$ cat src/rtl/qsys_epcs_nios2_oci_dct_pkg.sv
// Shared constants and encodings for the OCI data-compression-trace atom packer.
// Holds the packer state encoding, buffer geometry and 2-bit atom codes.
package qsys_epcs_nios2_oci_dct_pkg;

    localparam int SLOTS  = 15;
    localparam int CNT_W  = 4;
    localparam int ATOM_W = 2;

    typedef enum logic [1:0] {
        ST_RUN        = 2'd0,
        ST_FLUSH      = 2'd1,
        ST_STOP_DRAIN = 2'd2,
        ST_STOPPED    = 2'd3
    } dct_state_t;

    typedef enum logic [ATOM_W-1:0] {
        ATOM_C0 = 2'd0,
        ATOM_C1 = 2'd1,
        ATOM_C2 = 2'd2,
        ATOM_C3 = 2'd3
    } atom_code_t;

endpackage

$ cat src/rtl/qsys_epcs_nios2_oci_rr_arb2.sv
// Two-way round-robin arbiter: one-hot grant among instruction and data trace requests.
// Latency: grant is combinational from requests; pointer advances one cycle after acceptance.
// Backpressure: pointer holds while the granted request is not accepted.
module qsys_epcs_nios2_oci_rr_arb2 (
    input  logic       clk,
    input  logic       reset_n,
    input  logic [1:0] req,
    input  logic       accept,
    output logic [1:0] grant
);

    // Set when the data requester won last, so the instruction requester is favoured next.
    logic last_dt;

    always_comb begin
        grant = req;
        if (req == 2'b11) begin
            grant = last_dt ? 2'b01 : 2'b10;
        end
    end

    always_ff @(posedge clk or negedge reset_n) begin
        if (!reset_n) begin
            last_dt <= 1'b1;
        end else if (accept) begin
            last_dt <= grant[1];
        end
    end

endmodule

$ cat src/rtl/qsys_epcs_nios2_oci_dct_packer.sv
// Packs 2-bit trace atoms from two requesters into 15-slot words for the OCI trace FIFO.
// Latency: word valid two cycles after the 15th atom or a flush request, if the output is free.
// Backpressure: a held output word stalls transfer; readys drop once the accumulator is full.
module qsys_epcs_nios2_oci_dct_packer #(
    parameter int SLOTS = 15,
    parameter int CNT_W = 4
) (
    input  logic               clk,
    input  logic               reset_n,
    input  logic               it_valid,
    input  logic [1:0]         it_atom,
    output logic               it_ready,
    input  logic               dt_valid,
    input  logic [1:0]         dt_atom,
    output logic               dt_ready,
    input  logic               flush,
    input  logic               trace_stop,
    input  logic               trace_start,
    output logic               out_valid,
    input  logic               out_ready,
    output logic [2*SLOTS-1:0] dct_buffer,
    output logic [CNT_W-1:0]   dct_count,
    output logic               test_ending,
    output logic               test_has_ended
);

    import qsys_epcs_nios2_oci_dct_pkg::*;

    localparam int BUF_W = 2 * SLOTS;

    dct_state_t       state;
    logic [BUF_W-1:0] acc;
    logic [CNT_W-1:0] cnt;
    logic [1:0]       grant;
    logic [1:0]       atom;
    logic             room;
    logic             accept;
    logic             full;
    logic             flush_pend;
    logic             out_free;
    logic             transfer;
    logic [BUF_W-1:0] acc_base;
    logic [BUF_W-1:0] acc_next;
    logic [CNT_W-1:0] cnt_base;
    logic [CNT_W-1:0] cnt_next;

    qsys_epcs_nios2_oci_rr_arb2 u_arb (
        .clk     (clk),
        .reset_n (reset_n),
        .req     ({dt_valid, it_valid}),
        .accept  (accept),
        .grant   (grant)
    );

    // Readys never see out_ready: a full accumulator simply waits for the next cycle.
    assign room       = (state == ST_RUN) && (cnt < CNT_W'(SLOTS));
    assign it_ready   = room & grant[0];
    assign dt_ready   = room & grant[1];
    assign accept     = (it_ready & it_valid) | (dt_ready & dt_valid);
    assign atom       = grant[1] ? dt_atom : it_atom;

    assign full       = (cnt == CNT_W'(SLOTS));
    assign flush_pend = (state == ST_FLUSH) || (state == ST_STOP_DRAIN);
    assign out_free   = !out_valid || out_ready;
    assign transfer   = out_free && (full || (flush_pend && (cnt != '0)));

    always_comb begin
        acc_base = transfer ? '0 : acc;
        cnt_base = transfer ? '0 : cnt;
        acc_next = acc_base;
        cnt_next = cnt_base;
        if (accept) begin
            acc_next = acc_base | (BUF_W'(atom) << {cnt_base, 1'b0});
            cnt_next = cnt_base + CNT_W'(1);
        end
    end

    always_ff @(posedge clk or negedge reset_n) begin
        if (!reset_n) begin
            acc        <= '0;
            cnt        <= '0;
            out_valid  <= 1'b0;
            dct_buffer <= '0;
            dct_count  <= '0;
        end else begin
            acc <= acc_next;
            cnt <= cnt_next;
            if (transfer) begin
                out_valid  <= 1'b1;
                dct_buffer <= acc;
                dct_count  <= cnt;
            end else if (out_ready) begin
                out_valid  <= 1'b0;
            end
        end
    end

    always_ff @(posedge clk or negedge reset_n) begin
        if (!reset_n) begin
            state          <= ST_RUN;
            test_ending    <= 1'b0;
            test_has_ended <= 1'b0;
        end else begin
            case (state)
                ST_RUN: begin
                    if (trace_stop) begin
                        state       <= ST_STOP_DRAIN;
                        test_ending <= 1'b1;
                    end else if (flush) begin
                        state <= ST_FLUSH;
                    end
                end
                ST_FLUSH: begin
                    if (trace_stop) begin
                        state       <= ST_STOP_DRAIN;
                        test_ending <= 1'b1;
                    end else if ((cnt == '0) || transfer) begin
                        state <= ST_RUN;
                    end
                end
                ST_STOP_DRAIN: begin
                    // Leave only once the partial buffer and the held word are both gone.
                    if ((cnt == '0) && !out_valid) begin
                        state          <= ST_STOPPED;
                        test_ending    <= 1'b0;
                        test_has_ended <= 1'b1;
                    end
                end
                ST_STOPPED: begin
                    if (trace_start) begin
                        state          <= ST_RUN;
                        test_has_ended <= 1'b0;
                    end
                end
                default: state <= ST_RUN;
            endcase
        end
    end

endmodule

$ cat config.mk
export PLATFORM = sky130hd
export DESIGN_NAME = qsys_epcs_nios2_oci_dct_packer
export DESIGN_NICKNAME = d
export VERILOG_FILES = /design/src/rtl/qsys_epcs_nios2_oci_dct_pkg.sv /design/src/rtl/qsys_epcs_nios2_oci_rr_arb2.sv /design/src/rtl/qsys_epcs_nios2_oci_dct_packer.sv
export SDC_FILE = /design/constraint.sdc
export NUM_CORES = 1
export LEC_CHECK = 0
export ABC_AREA = 1
export BUFFER_PORTS_ARGS = -buffer_cell sky130_fd_sc_hd__buf_2
export CELL_PAD_IN_SITES_DETAIL_PLACEMENT = 1
export CELL_PAD_IN_SITES_GLOBAL_PLACEMENT = 1
export CORE_ASPECT_RATIO = 0.6
export CORE_MARGIN = 2
export CORE_UTILIZATION = 27
export CTS_BUF_LIST = sky130_fd_sc_hd__clkbuf_16
export DETAILED_ROUTE_END_ITERATION = 6
export HOLD_SLACK_MARGIN = 0.05
export MAX_ROUTING_LAYER = met4
export PLACE_DENSITY_LB_ADDON = 0.1
export SYNTH_ARGS = -nofsm -noshare
export SYNTH_HDL_FRONTEND = slang
export SYNTH_HIERARCHICAL = 1
export SYNTH_SLANG_ARGS = --single-unit
export TNS_END_PERCENT = 30
$ cat constraint.sdc
create_clock -name clk -period 5.05 [get_ports clk]
set_clock_uncertainty 0.2 [all_clocks]
set_input_delay 1.01 -clock clk [delete_from_list [all_inputs] [get_ports clk]]
set_output_delay 1.01 -clock clk [all_outputs]
set_load 0.1 [all_outputs]
# Word-level counts from Yosys, hierarchy flattened
# Index checks and enable logic that the tools add are counted.
[classes]
add_sub_neg = 1
n_lt_le_gt_ge = 1
n_eq_ne = 10
shift = 1
mux = 22
n_bitwise = 6
n_reduce_logical = 19
[ops]
columns = ["operator", "n"]
rows = [
  ["$mux W30", 2],
  ["$or A30 B30 Y30", 1],
  ["$shl A2 B5 Y30", 1],
  ["$mux W2", 9],
  ["$mux W4", 2],
  ["$pmux W2 S4", 1],
  ["$eq A2 B2 Y1 const B", 3],
  ["$mux W1", 6],
  ["$reduce_and A3 Y1", 2],
  ["$reduce_bool A2 Y1", 3],
  ["$add A4 B1 Y4 const B", 1],
  ["$and A1 B1 Y1", 4],
  ["$eq A4 B4 Y1 const B", 1],
  ["$logic_and A1 B1 Y1", 4],
  ["$logic_not A4 Y1", 1],
  ["$logic_or A1 B1 Y1", 4],
  ["$lt A4 B4 Y1 const B", 1],
  ["$ne A2 B1 Y1 const B", 2],
  ["$pmux W1 S2", 2],
  ["$reduce_and A4 Y1", 1],
  ["$reduce_bool A4 Y1", 1],
  ["$ne A3 B2 Y1 const B", 1],
  ["$ne A3 B3 Y1 const B", 1],
  ["$eq A2 B1 Y1 const B", 1],
  ["other kinds (5)", 5],
]
[word_totals]
regBits = 74
in_bits = 12
out_inout_bits = 39

# Logic depth before layout (Yosys ltp)
# Gate-level depths: netlist of run 1.
[logic_depth]
word_depth = 9
depth_mapped = 12
ltp_nobuf = 10

# Hierarchy
# The synthesis of run 1 kept the hierarchy.
[by_module_without_submodules]
columns = ["mod", "instances", "cells_each", "area_per_inst_um2", "seq_area_each_um2"]
rows = [
  ["qsys_epcs_nios2_oci_dct_packer", 1, 371, 3199.3, 1826.8],
  ["qsys_epcs_nios2_oci_rr_arb2", 1, 9, 63.8, 26.3],
]

# Worst setup path before layout of run 1
# No wires, ideal clock.
[synth_timing]
path_type = "input-to-output"
startpoint = "input port it_valid"
endpoint = "output port dt_ready"
arrival_time_ps = 2047
slack_ps = 1793
cell_stages = 3
cell_sequence = "nand2_1 > and2_1 > and3_1"
[synth_between]
elab_chain_len = 3
[synth_rtl]
columns = ["element", "line_no", "source"]
rows = [
  ["start: declaration", "qsys_epcs_nios2_oci_dct_packer.sv:10", "input logic it_valid,"],
  ["$eq A2 B2 Y1", "qsys_epcs_nios2_oci_rr_arb2.sv:17", "if (req == 2'b11) begin"],
  ["$mux W2", "qsys_epcs_nios2_oci_rr_arb2.sv:17", ""],
  ["via grant[1]", "qsys_epcs_nios2_oci_dct_packer.sv:34", "logic [1:0] grant;"],
  ["$and A1 B1 Y1", "qsys_epcs_nios2_oci_dct_packer.sv:58", "assign dt_ready = room & grant[1];"],
  ["end: declaration", "qsys_epcs_nios2_oci_dct_packer.sv:15", "output logic dt_ready,"],
]
# The timed path passes the listed nets, and every way through them passes these cells.

# Worst setup path after layout of run 1
# Ends and elaborated chain as after synthesis.

==> impl_metrics.py, run 1 <==
metrics = {
    "placement": {
        "gp_congestion": 0.764,
        "dp_cells": 581,
        "pre_cts_slack_ns": 1.81,
        "dp_hpwl_um": 5610,
        "port_buffers": 50,
    },
    "power_and_ir_drop": {
        "swShare_pct": 47.8,
        "p_switching_mw": 1.13,
        "p_leak_nw": 2.20,
        "power_density_nw_per_um2": 603,
        "combPwrFrac_pct": 42.0,
        "total_power_mw": 2.36,
        "clockPowerShare_pct": 26.3,
        "intPower_mw": 1.23,
        "p_seq_share_pct": 31.7,
        "irDropWorstVdd_v": 0.000355,
    },
    "logic_synthesis": {
        "yosysSeqAreaShare_pct": 56.8,
        "netlist-cell-type-count": 28,
        "yosysMostFrequentCell": "nand2_1",
        "synth.net_count": 396,
        "ys_warn_count": 6,
        "synth_compound_area_share_pct": 4.26,
        "synthAdderAreaFrac_pct": 1.53,
        "netlist.area_leader.share_pct": 56.0,
        "synth_top_family_by_area": "simple AND/OR/NAND/NOR gates",
        "synth.area.top_cells": "dfrtp_1 (56%), nand2_1 (19%), nand3_1 (4.4%)",
        "syn_area_sq_um": 3260,
        "synthMuxAreaShare_pct": 0,
        "synth_xor_area_share_pct": 0.268,
        "ys_seq_elements": 74,
        "async_flop_share_pct": 100,
        "synth_area_per_cell_sq_um": 8.59,
        "synthCells": 380,
        "synth_edf_count": 0,
        "synth_top_flop_cell": "dfrtp_1",
        "synthTopCellsByCount": "nand2_1 (169), dfrtp_1 (73), nand3_1 (29), inv_1 (19), nor2_1 (15)",
        "yosys.area_share.simple_pct": 31.1,
        "synth_top_area_cell": "dfrtp_1",
    },
    "global_routing": {
        "grt_max_degree": 83,
        "grt_pass1_wl_um": 14200,
        "overflow": 0,
        "grt_pass1_vias": 2683,
        "grt_use_total_pct": 14.8,
        "grt_antenna_before_repair": 0,
    },
    "hold_path": {
        "timing.hold.worst.class": "register to register",
    },
    "floorplan": {
        "rows": 31,
        "dieHeight_um": 89.2,
        "initial_core_util_pct": 27.4,
        "dieArea_sq_um": 13000,
        "die_w_um": 146,
        "ios": 51,
        "core_area_sq_um": 11900,
    },
    "worst_setup_path": {
        "slowest_stage": "buf_2",
        "end_kind": "primary output",
        "worstPathRequired_ns": 3.84,
        "cp_cell_sequence": "buf_2 > nand2_1 > and2_1 > and3_1 > buf_2",
        "critPathMaxStageDelay_ns": 0.42,
        "worst_r2r_startpoint": "state[1]$_DFFE_PN0P_",
        "worstSetupEndpoint": "dt_ready",
        "worstPathMaxFanout": 6,
        "crit_arrival_ns": 2.02,
        "crit_start": "it_valid",
        "critPathLaunchType": "primary input",
        "r2r-end": "acc[26]$_DFF_PN0_",
        "path_class": "primary input to primary output",
        "cpMostUsedCell": "buf_2",
        "r2r_setup_slack_ns": 2.31,
        "rr_worst_depth": 9,
    },
    "finish": {
        "nets": 443,
        "syn2layout_area_growth_pct": 20.0,
        "num_antenna_cells": 0,
        "fin_util_pct": 32.9,
        "fin_cells": 597,
        "drive_above_1_share_pct": 20.1,
    },
    "sta": {
        "hold_violations": 0,
        "report.final.slew_viol_count": 0,
        "setup_viol": 0,
        "finalWorstPathRequiredPeriod_ns": 3.23,
        "rsz0062_at_grt": "false",
        "worst_pin_slew_ns": 0.982,
        "max_freq_mhz": 310,
        "fin_crit_sh_pct": 64.0,
        "relSlewSlack_pct": 34.6,
        "fin_tns_setup_ns": 0,
        "setup_ws_ns": 1.82,
    },
    "drt": {
        "wire_per_inst_um": 14.1,
        "wl_met1_um": 4600,
        "drc": 0,
        "via_per_inst": 4.41,
        "ant_nets": 0,
        "top_layer_used": "met4",
        "wirelength_um": 8410,
        "drtPass1Iterations": 4,
        "dr_wl_met3_um": 346,
        "drt_iter0_markers": 136,
        "vias": 2630,
        "wl_met2_um": 3370,
    },
    "outcome": {
        "status": "complete, no violations",
    },
    "cts": {
        "cts-root-buf": "clkbuf_16",
        "clkLatencyLatePin_ns": 0.33,
        "cts_tree": "done",
        "cts.reportedPaths.clkPinSlew_ns": 0.06,
        "hold_buffers": 0,
        "cts.sink_count": 74,
        "cts_setup_buffers": 0,
        "post_cts_resize_count": 0,
        "htree_num_levels": 3,
        "cts_max_path_buffers": 2,
        "cts_buffers": 9,
    },
    "job": {
        "cap_violations": 0,
    },
}
==> cell families (layout without fill, tap and decap cells) <==
kind of cell,Yosys count,count (layout)
flops,74,74
buf+inv,39,91
xor+xnor,1,1
simple gates,237,237
compound gates,25,25
fa+ha+maj,4,4
==> stage by stage <==
stage               cell area [sq um]  hold WS, ns
floorplan                        3260        0.242
global placement                 3630        0.257
detailed placement               3630        0.260
CTS                              3920        0.275
global route                     3920        0.293
finish                           3920        0.267
==> flip-flops by register name (all words and copies together) (netlist names) <==
name,flops
out_valid,1
cnt,4
test_has_ended,1
test_ending,1
dct_buffer,30
state,2
dct_count,4
u_arb/last_dt,1
acc,30
==> layout make-up <==
cell class,count,area (sq um)
timing repair buffer,51,260
tap,165,206
sequential,74,1850
clock inverter,7,61.3
inverter,24,95.1
multi-input combinational,267,1210
clock buffer,9,225
fill,1465,7990
==> worst max-delay path, delay by kind of cell <==
family / cells / cell delay, ns
buf+inv: 2 / 0.53
simple gates: 3 / 0.48
==> power by group through the flow <==
stage / Clock, mW / Sequential [mW] / Combinational [mW]
global route: 0.678 / 0.763 / 1.09
global placement: 0 / 0.753 / 1.00
detailed placement: 0 / 0.760 / 1.01
floorplan: 0 / 1.05 / 0.530
CTS: 0.654 / 0.749 / 1.01
finish: 0.622 / 0.747 / 0.992
==> placed cells by master, fill, tap and decap left out <==
cell type	netlist	final
and2_1	1	1
nand2_1	169	169
ha_1	4	4
nand2_4	5	5
clkinv_1	0	1
o21ai_0	14	14
dfrtp_1	73	73
nor2_1	15	15
buf_2	9	49
nand3_1	29	29
dfstp_2	1	1
or2_2	1	1
clkinv_2	0	3
bufinv_16	0	1
xnor2_1	1	1
o22ai_1	4	4
nand2_2	5	5
inv_1	19	20
buf_4	1	2
a21boi_1	1	1
nor2_4	1	1
clkbuf_16	0	9
a21boi_2	1	1
and3_1	2	2
o21ai_1	3	3
inv_2	4	4
a21oi_1	2	2
clkinv_4	1	2
nor2_2	3	3
nand4_1	6	6
==> per-layer routing <==
metal  GRT usage [%]  up-vias
met3            4.18        7
met4            4.28        0
met5               -        -
met1            20.6     1293
met2            21.0       43
li1                -     1287
==> worst min-delay path by stage <==
| stage | start | end | slack [ns] | cells past startpoint |
|---|---|---|---|---|
| after CTS | acc[4]$_DFF_PN0_ | dct_buffer[4]$_DFFE_PN0P_ | 0.27 | 2 |
| after global placement | dct_buffer[5]$_DFFE_PN0P_ | dct_buffer[5]$_DFFE_PN0P_ | 0.26 | 2 |
| after global routing | acc[14]$_DFF_PN0_ | dct_buffer[14]$_DFFE_PN0P_ | 0.29 | 2 |
| final | acc[9]$_DFF_PN0_ | dct_buffer[9]$_DFFE_PN0P_ | 0.27 | 2 |
| after detailed placement | acc[4]$_DFF_PN0_ | dct_buffer[4]$_DFFE_PN0P_ | 0.26 | 2 |
| after floorplan | acc[0]$_DFF_PN0_ | dct_buffer[0]$_DFFE_PN0P_ | 0.24 | 2 |
(Power assumes the default switching activity.)
==> inputs of run 2 (changes only) <==
--- a/config.mk
+++ b/config.mk
@@ -5,7 +5,7 @@
 export SDC_FILE = /design/constraint.sdc
 export NUM_CORES = 1
 export LEC_CHECK = 0
-export ABC_AREA = 1
+export ABC_AREA = 0
 export BUFFER_PORTS_ARGS = -buffer_cell sky130_fd_sc_hd__buf_2
 export CELL_PAD_IN_SITES_DETAIL_PLACEMENT = 1
 export CELL_PAD_IN_SITES_GLOBAL_PLACEMENT = 1
==> constraint.sdc (replaced) <==
create_clock -name clk -period 2.7 [get_ports clk]
set_clock_uncertainty 0.2 [all_clocks]
set_input_delay 0.54 -clock clk [delete_from_list [all_inputs] [get_ports clk]]
set_output_delay 0.54 -clock clk [all_outputs]
set_load 0.1 [all_outputs]
==> run 2 against run 1 <==
Net effect: sequential share of layout area is 1.9 points lower; sequential power up 89%; combinational power increased by 100%; critical path type is now register to primary output.
==> impl_metrics.py, run 2 <==
metrics = {
    "logic_synthesis": {
        "synth.net_count": 354,
        "yosysSeqAreaShare_pct": 56.1,
        "netlist-cell-type-count": 49,
        "ys_warn_count": 6,
        "synth.area.top_cells": "dfrtp_1 (55%), nand2_1 (13%), o21ai_0 (2.9%)",
        "async_flop_share_pct": 100,
        "synthTopCellsByCount": "nand2_1 (112), dfrtp_1 (73), o21ai_0 (19), nor2_1 (18), a21oi_1 (12)",
        "synth_top_flop_cell": "dfrtp_1",
        "synth_edf_count": 0,
        "yosysMostFrequentCell": "nand2_1",
        "syn_area_sq_um": 3300,
        "synthCells": 338,
        "ys_seq_elements": 74,
        "netlist.area_leader.share_pct": 55.3,
        "synth_top_area_cell": "dfrtp_1",
        "synth_area_per_cell_sq_um": 9.77,
    },
    "outcome": {
        "status": "complete, no violations",
    },
    "global_routing": {
        "grt_pass1_vias": 2792,
        "grt_antenna_before_repair": 0,
        "grt_max_degree": 46,
        "grt_use_total_pct": 16.1,
        "grt_pass1_wl_um": 15500,
        "overflow": 0,
    },
    "finish": {
        "fill_cells": 1395,
        "layout_commonest_cell": "nand2_1",
        "largestRegisters": "acc: 30 flops, dct_buffer: 30 flops",
        "drive_above_1_share_pct": 23.4,
        "fin_cells": 566,
        "seqCellArea_sq_um": 1850,
        "multi_input_area_sq_um": 1290,
        "nets": 412,
        "syn2layout_area_growth_pct": 23.6,
        "num_antenna_cells": 0,
        "mostFrequentLayoutCells": "nand2_1 (112), dfrtp_1 (73), buf_2 (48)",
    },
    "power_and_ir_drop": {
        "combPwrFrac_pct": 43.7,
        "p_switching_mw": 2.16,
        "swShare_pct": 47.0,
        "p_seq_share_pct": 30.8,
        "p_leak_nw": 2.10,
        "clockPowerShare_pct": 25.5,
        "irDropWorstVdd_v": 0.000729,
        "intPower_mw": 2.43,
        "power_density_nw_per_um2": 1120,
        "total_power_mw": 4.59,
    },
    "drt": {
        "wire_per_inst_um": 16.6,
        "ant_nets": 0,
        "vias": 2613,
        "wirelength_um": 9380,
        "drt_iter0_markers": 102,
        "drc": 0,
        "via_per_inst": 4.62,
        "drtPass1Iterations": 4,
    },
    "sta": {
        "max_freq_mhz": 391,
        "whs_ns": 0.265,
        "relSlewSlack_pct": 63.0,
        "setup_viol": 0,
        "finalWorstPathRequiredPeriod_ns": 2.56,
        "fin_tns_setup_ns": 0,
        "fin_crit_sh_pct": 94.7,
        "report.final.slew_viol_count": 0,
        "worst_pin_slew_ns": 0.555,
        "hold_violations": 0,
        "rsz0062_at_grt": "false",
    },
    "floorplan": {
        "rows": 31,
        "dieArea_sq_um": 13200,
        "initial_core_util_pct": 27.5,
        "ios": 51,
        "dieHeight_um": 89.7,
        "die_w_um": 147,
        "core_area_sq_um": 12000,
    },
    "worst_setup_path": {
        "crit_arrival_ns": 1.82,
        "cp_cell_sequence": "inv_1 > a21boi_0 > and3_1 > buf_2",
        "worstPathMaxFanout": 3,
        "worstPathRequired_ns": 1.96,
        "end_kind": "primary output",
        "slowest_stage": "dfstp_2",
        "critPathLaunchType": "register",
        "critPathMaxStageDelay_ns": 0.55,
        "path_class": "register to primary output",
    },
    "cts": {
        "cts.reportedPaths.clkPinSlew_ns": 0.06,
        "cts_tree": "done",
        "htree_num_levels": 3,
        "clkLatencyLatePin_ns": 0.34,
        "cts_setup_buffers": 0,
        "cts_max_path_buffers": 2,
        "cts.sink_count": 74,
        "cts_buffers": 9,
        "cts-root-buf": "clkbuf_16",
    },
    "hold_path": {
        "timing.hold.worst.class": "register to register",
    },
    "placement": {
        "port_buffers": 50,
        "dp_hpwl_um": 6410,
        "dp_cells": 549,
        "gp_congestion": 0.780,
    },
    "job": {
        "cap_violations": 0,
    },
}
run 2: cell types whose count changed in the layout (fill, tap and decap cells not counted), moves of 6 or more:
| cell | delta |
|---|---|
| nand2_1 | -57 |
| nand3_1 | -28 |
| buf_4 | +12 |
| inv_1 | -12 |
| a21oi_1 | +10 |
| a31oi_1 | +8 |
| a32o_1 | +6 |
| nand2b_1 | +6 |
run 2: layer usage:
metal,vias to the layer above,GRT usage (%),part of all wire [%]
li1,1272,-,-
met1,1281,22.4,55
met2,52,23.2,41
met3,8,4.29,3.9
met4,0,4.24,0.68
met5,-,-,0
run 2: area by class of cell:
| cell class | count | share of cell area [%] |
|---|---|---|
| clock buffer | 9 | 5.52 |
| clock inverter | 7 | 1.47 |
| inverter | 8 | 0.736 |
| multi-input combinational | 237 | 31.6 |
| sequential | 74 | 45.4 |
| tap | 165 | 5.06 |
| timing repair buffer | 66 | 10.2 |
run 2: logic make-up after synthesis:
group	synth area share, %
and+or+nand+nor	21.9
buffers and inverters	4.81
adders and majority gates	1.52
AOI/OAI and AO/OA	13.7
muxes	1.74
xor gates and xnor gates	0.265
DFF	56.1
run 2: path summary, 6_finish.rpt:
check,from,end,slack (ns),cells after the start
worst max-delay path,u_arb/last_dt$_DFFE_PN1P_,it_ready,0.14,4
worst min-delay path,dct_buffer[10]$_DFFE_PN0P_,dct_buffer[10]$_DFFE_PN0P_,0.26,2
worst max register to register,state[0]$_DFFE_PN0P_,state[0]$_DFFE_PN0P_,0.38,6
worst min register to register,dct_buffer[10]$_DFFE_PN0P_,dct_buffer[10]$_DFFE_PN0P_,0.26,2
max in group asynchronous,reset_n,u_arb/last_dt$_DFFE_PN1P_,1.16,3
min in group asynchronous,reset_n,test_has_ended$_DFFE_PN0P_,0.50,2
run 2: worst max-delay path, delay by kind of cell, from the launching register on:
family / cells / cell delay, ns
simple gates: 1 / 0.20
flops: 1 / 0.55
buf+inv: 2 / 0.46
compound gates: 1 / 0.26
run 2: metrics by stage:
step           util (%)  setup WS (ns)  cell area (sq um)
3_5_place_dp       31.6          0.268               3780
5_1_grt            34.0         0.0386               4080
3_3_place_gp       31.6          0.327               3780
2_1_floorplan         -          0.239               3300
6_report           34.0          0.142               4080
4_1_cts            34.0          0.117               4080
run 2: power groups by stage:
| stage | sequential [mW] | clock [mW] | combinational [mW] |
|---|---|---|---|
| 6_report | 1.41 | 1.17 | 2.00 |
| 5_1_grt | 1.44 | 1.25 | 2.16 |
| 4_1_cts | 1.41 | 1.21 | 2.03 |
| 3_5_place_dp | 1.43 | 0 | 2.01 |
| 3_3_place_gp | 1.43 | 0 | 2.00 |
| 2_1_floorplan | 2.10 | 0 | 0.928 |
run 2: timing repair:
item / in CTS / in global routing
hold buffers: 1 / 0
hold endpoints to repair: 37 / 0
gates resized for setup: 0 / 0
==> inputs of run 3 (changes only) <==
--- a/config.mk
+++ b/config.mk
@@ -5,7 +5,7 @@
 export SDC_FILE = /design/constraint.sdc
 export NUM_CORES = 1
 export LEC_CHECK = 0
-export ABC_AREA = 0
+export ABC_AREA = 1
 export BUFFER_PORTS_ARGS = -buffer_cell sky130_fd_sc_hd__buf_2
 export CELL_PAD_IN_SITES_DETAIL_PLACEMENT = 1
 export CELL_PAD_IN_SITES_GLOBAL_PLACEMENT = 1
@@ -19,6 +19,5 @@
 export PLACE_DENSITY_LB_ADDON = 0.1
 export SYNTH_ARGS = -nofsm -noshare
 export SYNTH_HDL_FRONTEND = slang
-export SYNTH_HIERARCHICAL = 1
 export SYNTH_SLANG_ARGS = --single-unit
 export TNS_END_PERCENT = 30
==> run 3 against run 2 <==
Net effect: routed wire length decreased by 10%; worst setup slack better by 0.026 ns; critical path type unchanged; synthesized cell count increased by 12%; clock-buffer cell count did not move; non-clock buffer count is 6 lower; clock power shrank 12%.
==> impl_metrics.py, run 3 <==
metrics = {
    "outcome": {
        "status": "complete, no violations",
    },
    "sta": {
        "worst_pin_slew_ns": 0.591,
        "finalWorstPathRequiredPeriod_ns": 2.53,
        "fin_crit_sh_pct": 93.8,
        "max_freq_mhz": 395,
        "relSlewSlack_pct": 60.6,
        "hold_violations": 0,
        "report.final.slew_viol_count": 0,
        "rsz0062_at_grt": "false",
        "setup_viol": 0,
    },
    "global_routing": {
        "grt_max_degree": 32,
        "grt_pass1_vias": 2731,
        "grt_pass1_wl_um": 14400,
        "grt_antenna_before_repair": 0,
        "grt_use_total_pct": 14.9,
        "overflow": 0,
    },
    "drt": {
        "drt_iter0_markers": 124,
        "drc": 0,
        "via_per_inst": 4.33,
        "vias": 2610,
        "ant_nets": 0,
        "wirelength_um": 8420,
        "wire_per_inst_um": 14.0,
        "drtPass1Iterations": 4,
    },
    "logic_synthesis": {
        "synth_top_flop_cell": "dfrtp_1",
        "yosys.area_share.simple_pct": 30.4,
        "syn_area_sq_um": 3260,
        "synthTopCellsByCount": "nand2_1 (173), dfrtp_1 (73), nand3_1 (25), inv_1 (21), nor2_1 (17)",
        "synth_top_area_cell": "dfrtp_1",
        "synth_compound_area_share_pct": 4.19,
        "synth_xor_area_share_pct": 0,
        "yosysMostFrequentCell": "nand2_1",
        "async_flop_share_pct": 100,
        "synth_top_family_by_area": "simple AND/OR/NAND/NOR gates",
        "synth_edf_count": 0,
        "synthCells": 380,
        "netlist-cell-type-count": 22,
        "synth_area_per_cell_sq_um": 8.57,
        "yosysSeqAreaShare_pct": 56.9,
        "synth.net_count": 396,
        "synth.area.top_cells": "dfrtp_1 (56%), nand2_1 (20%), nand3_1 (3.8%)",
        "synthAdderAreaFrac_pct": 1.54,
        "synthMuxAreaShare_pct": 0,
        "netlist.area_leader.share_pct": 56.1,
        "ys_seq_elements": 74,
        "ys_warn_count": 0,
    },
    "cts": {
        "cts-root-buf": "clkbuf_16",
        "cts_setup_buffers": 0,
        "post_cts_resize_count": 0,
        "cts_tree": "done",
        "cts.reportedPaths.clkPinSlew_ns": 0.06,
        "clkLatencyLatePin_ns": 0.33,
        "cts_max_path_buffers": 2,
        "cts_buffers": 9,
        "htree_num_levels": 3,
        "cts.sink_count": 74,
    },
    "finish": {
        "fin_util_pct": 33.1,
        "design_area_sq_um": 3940,
        "nets": 450,
        "mostFrequentLayoutCells": "nand2_1 (173), dfrtp_1 (73), buf_2 (48)",
        "syn2layout_area_growth_pct": 20.9,
        "drive_above_1_share_pct": 20.5,
        "num_antenna_cells": 0,
        "largestRegisters": "acc: 30 flops, dct_buffer: 30 flops",
        "layout_commonest_cell": "nand2_1",
    },
    "placement": {
        "place_area_sq_um": 3670,
        "port_buffers": 50,
        "gp_congestion": 0.792,
        "dp_hpwl_um": 6090,
    },
    "floorplan": {
        "die_w_um": 146,
        "rows": 31,
        "dieHeight_um": 89.1,
        "initial_core_util_pct": 27.4,
        "ios": 51,
        "core_area_sq_um": 11900,
        "dieArea_sq_um": 13000,
    },
    "power_and_ir_drop": {
        "irDropWorstVdd_v": 0.000435,
        "p_leak_nw": 2.20,
        "power_density_nw_per_um2": 1190,
    },
    "hold_path": {
        "timing.hold.worst.class": "register to register",
    },
    "worst_setup_path": {
        "worstPathRequired_ns": 1.96,
        "crit_arrival_ns": 1.79,
        "slowest_stage": "buf_2",
        "end_kind": "primary output",
        "crit_buf_inv": 2,
        "path_class": "register to primary output",
        "critPathLaunchType": "register",
        "cp_top_family": "buffers and inverters",
        "critPathMaxStageDelay_ns": 0.43,
        "worstPathMaxFanout": 4,
        "cp_cell_sequence": "inv_1 > ha_1 > nand2_1 > nor2_2 > buf_2",
    },
    "job": {
        "cap_violations": 0,
    },
}
run 3: cell types whose count changed in the layout (fill, tap and decap cells not counted), moves of 5 or more:
cell	delta
a21oi_1	-9
a31oi_1	-8
a32o_1	-6
buf_4	-5
inv_1	+15
nand2_1	+61
nand2_2	+10
nand2b_1	-6
nand3_1	+24
nand4_1	+5
run 3: path summary, 6_finish.rpt:
check | start | endpoint | slack, ns | cells after the start
min reg2reg | dct_buffer[29]$_DFFE_PN0P_ | dct_buffer[29]$_DFFE_PN0P_ | 0.27 | 2
max reg2reg | state[1]$_DFFE_PN0P_ | acc[14]$_DFF_PN0_ | 0.35 | 10
max | state[1]$_DFFE_PN0P_ | dt_ready | 0.17 | 5
min | dct_buffer[29]$_DFFE_PN0P_ | dct_buffer[29]$_DFFE_PN0P_ | 0.27 | 2
max in group asynchronous | reset_n | dct_buffer[15]$_DFFE_PN0P_ | 1.21 | 3
min in group asynchronous | reset_n | test_has_ended$_DFFE_PN0P_ | 0.49 | 2
run 3: cells by family after synthesis:
logic type               count (synthesis)
AND/OR/NAND/NOR                        238
AO/OA/AOI/OAI                           25
flip-flops                              74
adder cells (fa/ha/maj)                  4
buffers and inverters                   39
run 3: tightest hold or removal path, cell delays in order, from the launching register on:
cell and delay, ns:
dfrtp_1 0.33, nand2_1 0.05, nand2_1 0.05
run 3: power breakdown:
group / internal [mW] / switching (mW) / total (mW)
logic: 0.456 / 1.73 / 2.19
clock network: 0.601 / 0.434 / 1.03
registers: 1.31 / 0.141 / 1.45
total: 2.37 / 2.31 / 4.68
run 3: per-layer routing:
metal / GRT usage (%) / vias to the layer above / part of all wire (%)
met5: - / - / 0
li1: - / 1294 / -
met1: 20.5 / 1261 / 55
met2: 21.5 / 48 / 40
met4: 3.74 / 0 / 0.82
met3: 4.54 / 7 / 4.3
run 3: timing repair:
action | CTS | global route
hold buffers | 1 | 0
setup endpoints to repair | 0 | 0
hold endpoints to repair | 28 | 0
run 3: metrics by stage:
| stage | hold WS [ns] | setup TNS, ns | total power, mW | std cells | setup WS, ns |
|---|---|---|---|---|---|
| 2_1_floorplan | 0.0444 | -0.0838 | 3.31 | 380 | -0.0838 |
| 4_1_cts | 0.275 | 0 | 4.74 | 603 | 0.147 |
| 3_3_place_gp | 0.257 | 0 | 3.67 | 587 | 0.380 |
| 5_1_grt | 0.295 | 0 | 5.00 | 603 | 0.0717 |
| 6_report | 0.268 | 0 | 4.68 | 603 | 0.168 |
| 3_5_place_dp | 0.260 | 0 | 3.68 | 587 | 0.390 |
run 3: cell type report:
type / instances / area (sq um)
Tap cell: 165 / 206
Sequential cell: 74 / 1850
Timing Repair Buffer: 60 / 358
Clock inverter: 6 / 27.5
Inverter: 22 / 82.6
Fill cell: 1451 / 7970
Clock buffer: 9 / 225
Multi-Input combinational cell: 267 / 1180
